## src/rtl/serial_subtractor.sv

```systemverilog
// Digit-serial subtractor: diff = a - b - bin, processed DIGIT bits per clock, LSB slice first.
// Optional SERIAL_SUB_OVF_EN adds a signed-overflow flag (ovf) updated with done.
module serial_subtractor #(
    parameter int unsigned WIDTH = 8,
    parameter int unsigned DIGIT = 1
) (
    input  logic             clk,
    input  logic             rst,
    input  logic             start,
    input  logic [WIDTH-1:0] a,
    input  logic [WIDTH-1:0] b,
    input  logic             bin,
    output logic             busy,
    output logic             done,
    output logic [WIDTH-1:0] diff,
    output logic             bout
`ifdef SERIAL_SUB_OVF_EN
    ,
    output logic             ovf
`endif
);

    localparam int unsigned N  = WIDTH / DIGIT;
    localparam int unsigned CW = $clog2(N + 1);

    generate
        if (WIDTH < 1 || WIDTH > 64 || DIGIT < 1 || (WIDTH % DIGIT) != 0) begin : g_bad_cfg
            $error("serial_subtractor: WIDTH must be 1..64 and a multiple of DIGIT");
        end
    endgenerate

    typedef enum logic [1:0] {
        IDLE = 2'd0,
        RUN  = 2'd1,
        DONE = 2'd2
    } state_t;

    state_t           state;
    state_t           state_next;
    logic [WIDTH-1:0] a_r;
    logic [WIDTH-1:0] b_r;
    logic [WIDTH-1:0] res_r;
    logic             brw_r;
    logic [CW-1:0]    cnt;

    logic [DIGIT-1:0] slice_d_c;
    logic             slice_bout_c;
    logic [WIDTH-1:0] res_next_c;
    logic             last_c;
    logic             accept_c;
`ifdef SERIAL_SUB_OVF_EN
    logic             msb_bin_c;
`endif

    assign last_c     = (cnt == CW'(N - 1));
    assign accept_c   = start && (state != RUN);
    assign res_next_c = (res_r >> DIGIT) | (WIDTH'(slice_d_c) << (WIDTH - DIGIT));

    // State register
    always_ff @(posedge clk or posedge rst) begin
        if (rst) begin
            state <= IDLE;
        end else begin
            state <= state_next;
        end
    end

    // Next-state logic
    always_comb begin
        state_next = state;
        case (state)
            IDLE:    if (start) state_next = RUN;
            RUN:     if (last_c) state_next = DONE;
            DONE:    state_next = start ? RUN : IDLE;
            default: state_next = IDLE;
        endcase
    end

    // Moore outputs decoded from the state register
    always_comb begin
        busy = 1'b0;
        done = 1'b0;
        case (state)
            RUN:     busy = 1'b1;
            DONE:    done = 1'b1;
            default: ;
        endcase
    end

    // One slice: borrow ripples combinationally through DIGIT full subtractors
    always_comb begin
        logic br;
        logic x;
        logic y;
        br        = brw_r;
        slice_d_c = '0;
`ifdef SERIAL_SUB_OVF_EN
        msb_bin_c = 1'b0;
`endif
        for (int i = 0; i < int'(DIGIT); i++) begin
            x = a_r[i];
            y = b_r[i];
`ifdef SERIAL_SUB_OVF_EN
            if (i == int'(DIGIT) - 1) msb_bin_c = br;
`endif
            slice_d_c[i] = x ^ y ^ br;
            br           = (~x & y) | (~x & br) | (y & br);
        end
        slice_bout_c = br;
    end

    // Operand shift registers, inter-slice borrow, counter and result registers
    always_ff @(posedge clk or posedge rst) begin
        if (rst) begin
            a_r   <= '0;
            b_r   <= '0;
            res_r <= '0;
            brw_r <= 1'b0;
            cnt   <= '0;
            diff  <= '0;
            bout  <= 1'b0;
`ifdef SERIAL_SUB_OVF_EN
            ovf   <= 1'b0;
`endif
        end else if (accept_c) begin
            a_r   <= a;
            b_r   <= b;
            brw_r <= bin;
            res_r <= '0;
            cnt   <= '0;
        end else if (state == RUN) begin
            a_r   <= a_r >> DIGIT;
            b_r   <= b_r >> DIGIT;
            brw_r <= slice_bout_c;
            res_r <= res_next_c;
            cnt   <= cnt + CW'(1);
            if (last_c) begin
                diff <= res_next_c;
                bout <= slice_bout_c;
`ifdef SERIAL_SUB_OVF_EN
                ovf  <= msb_bin_c ^ slice_bout_c;
`endif
            end
        end
    end

endmodule

```

## config.mk

```make
export PLATFORM = sky130hd
export DESIGN_NAME = serial_subtractor
export DESIGN_NICKNAME = d
export VERILOG_FILES = /design/src/rtl/serial_subtractor.sv
export SDC_FILE = /design/constraint.sdc
export NUM_CORES = 1
export LEC_CHECK = 0
export BUFFER_PORTS_ARGS = -buffer_cell sky130_fd_sc_hd__buf_2
export CAP_MARGIN = 20
export CORE_UTILIZATION = 39
export DETAILED_ROUTE_END_ITERATION = 12
export PLACE_DENSITY_LB_ADDON = 0.15
export SYNTH_ARGS = -nofsm -noshare
export SYNTH_HDL_FRONTEND = slang
export SYNTH_SLANG_ARGS = --single-unit
```

## constraint.sdc

```tcl
create_clock -name clk -period 1.8 [get_ports clk]
set_input_delay 0.36 -clock clk [delete_from_list [all_inputs] [get_ports clk]]
set_output_delay 0.36 -clock clk [all_outputs]
set_load 0.02 [all_outputs]
```

==> impl_results.md <==
- Status: finished, final reports clean
- Largest net degree at the start of global routing: 40
- Post-Syn Instances: 152
- Library cells used by synthesis: 19
- Nets: 208
- Design area: 2010 um^2
- CORE AREA: 4060 um^2
- CTS buffer count: 5
- Die W: 67.7 um
- Final setup vio count: 0
- Die area: 4580 um^2
- Ports: 31
- Gr usage total: 15.5%
- DRT iter0 DRCs: 54
- DP Wirelength: 2090 um
- Nature of the critical path startpoint: register
- Reg2reg setup slack: 0.25 ns
- Worst hold slack: 0.181 ns
- Drt drc: 0
- Final worst path period need: 1.67 ns
- Via count: 1,164
- ANT cells: 0
- CTS tree: built
- Worst reg-to-reg path cell count: 4
- Yosys top cell by area: dfrtp_1
- Pwr dens: 1670 nW/um^2
- Final hold vios: 0
- Hold_buf cts: 0
- Placer Congestion: 0.751
- Leak Pwr: 0.979 nW
- Post-synth net total: 174
- HP Class: in2async
- Die H: 67.7 um
- Cell row count: 23
- # clock sinks: 39
- Wirelength per Cell: 12.6 um
- Root Driver: clkbuf_8
- Peak fanout along the critical path: 8
- DRT Wirelength: 3000 um
- Setup CP Type: reg2out
- Setup WS post-layout: 0.125 ns
- Max Freq: 0.597 GHz
- I/O Buffers: 30
- Worst rel slew slack: 67.3%
- Max Cap Viol: 0
- Share of the synthesized area in the top cell type: 58.0%
- Sequential-to-total area share from yosys stat: 58.0%
- Warning count from the yosys run: 0
- Worst EP arrival: 1.31 ns
- Ys async rst share: 100%
- Worst R2R Start: state[1]
- Commonest cells post-synth: 39 x dfrtp_1, 31 x nand2_1, 26 x o21ai_0
- Layout cells sized above 1: 29.4%
- Max-slew violations: 0
- Syn-to-layout area delta: 19.7%
- TNS Setup: 0 ns
- Number of synthesized flops with an enable pin: 0
- Clock slew at reported path FFs: 0.07 ns
- Worst flop-to-flop path endpoint: diff[1]
- Worst Skew: 0.00567 ns
- Gr ovfl total: 0
- Synth top area cells: dfrtp_1 58%, mux2i_1 11%, o21ai_0 7.7%
- Placed instance area: 1900 um^2
- Syn Area/Cell: 11.1 um^2
- Antenna violations before repair: 0
- CP endpoint kind: output port
- DP Worst Slack: 0.265 ns
- Vias per inst: 4.91
- Synthesized area: 1680 um^2
- Vias in the first global route: 1,132
- Worst endpoint required time: 1.44 ns
- H-Tree Level Count: 2
- Clock latency on the worst-skew pair: 0.29 ns
- Final period util: 93.0%
- Peak supply drop: 619 uV
- Bufs on Longest Clock Path: 2
- Top-count cell post-synth: dfrtp_1
- Routed Antenna Nets: 0
- First-pass GRT wire length: 5010 um
- Initial DRT Pass Iterations: 4
- Fillers: 387
- Most used DFF post-synth: dfrtp_1
- Initial Util: 41.5%
- Worst Tran Pin Value: 0.491 ns
- RSZ-0062 raised after global routing: false
- Seq cells post-synth: 39
-- routing by layer --
layer  part of all wire (%)  routed length [um]  GRT usage, %
met1                     47                1420          17.7
met2                     47                1410          25.1
met3                    4.9                 146          6.93
met4                   0.80                  24          6.38
met5                      0                   0             0
-- layout by cell type (no fill, tap or decap), drive strengths merged --
cell type	synthesis	routed
fa	1	1
nand3	5	5
o21ai	26	26
nor3	2	2
nand2	31	31
bufinv	0	1
nor2b	1	1
dfrtp	39	39
clkinv	0	1
nor2	2	2
clkbuf	4	6
nand3b	1	1
mux2i	19	19
inv	5	5
buf	5	36
mux2	9	9
ha	1	1
nand2b	1	1
-- registers in the layout, summed over array words and instances (netlist names) --
signal,cells
b_r,8
diff,8
state,2
res_r,7
cnt,4
bout,1
brw_r,1
a_r,8
-- where the power goes --
part           internal, mW  switching [mW]  leakage [nW]
Sequential             1.25           0.233         0.490
Clock                 0.448           0.293        0.0612
Combinational         0.472           0.661         0.428
Total                  2.17            1.19         0.979
-- critical path: stages (launching register included) --
cell	delay (ns)
dfrtp_1	0.37
nand2b_1	0.29
inv_2	0.17
buf_2	0.19
-- timing repair --
item | in CTS | in global routing
resized for setup | 0 | 1
endpoints found under the setup margin | 0 | 1
buffers inserted | 0 | 0
-- kinds of logic (layout without fill, tap and decap cells) --
| group | count (synthesis) | after routing | share of synthesized area [%] |
|---|---|---|---|
| simple gates | 43 | 43 | 11.3 |
| flops | 39 | 39 | 58.0 |
| mux | 28 | 28 | 17.3 |
| compound gates | 26 | 26 | 7.73 |
| buf+inv | 14 | 49 | 3.72 |
| fa+ha+maj | 2 | 2 | 1.93 |
-- how the worst max path moves through the flow --
stage	cells after the start	slack (ns)	to	start
after floorplan	4	0.31	busy	state[1]
after global placement	4	0.33	diff[2]	state[1]
after detailed placement	4	0.27	diff[4]	state[1]
after CTS	3	0.04	busy	state[1]
after global routing	3	0.004	busy	state[1]
final	3	0.13	busy	state[1]
-- through the flow --
step	total power, mW	std cells	utilization, %
6_report	3.36	237	49.6
5_1_grt	3.66	237	49.6
4_1_cts	3.41	237	49.6
3_5_place_dp	2.65	229	46.7
3_3_place_gp	2.60	229	46.7
2_1_floorplan	2.29	152	-
-- layout make-up --
| class | instances | area [um^2] | area share (%) |
|---|---|---|---|
| clock inverter | 2 | 35.0 | 1.74 |
| sequential | 39 | 976 | 48.4 |
| inverter | 5 | 18.8 | 0.932 |
| clock buffer | 6 | 82.6 | 4.10 |
| tap | 50 | 62.6 | 3.11 |
| multi-input combinational | 99 | 644 | 32.0 |
| timing repair buffer | 36 | 195 | 9.69 |
No activity file was read; power rests on OpenSTA's default activity.
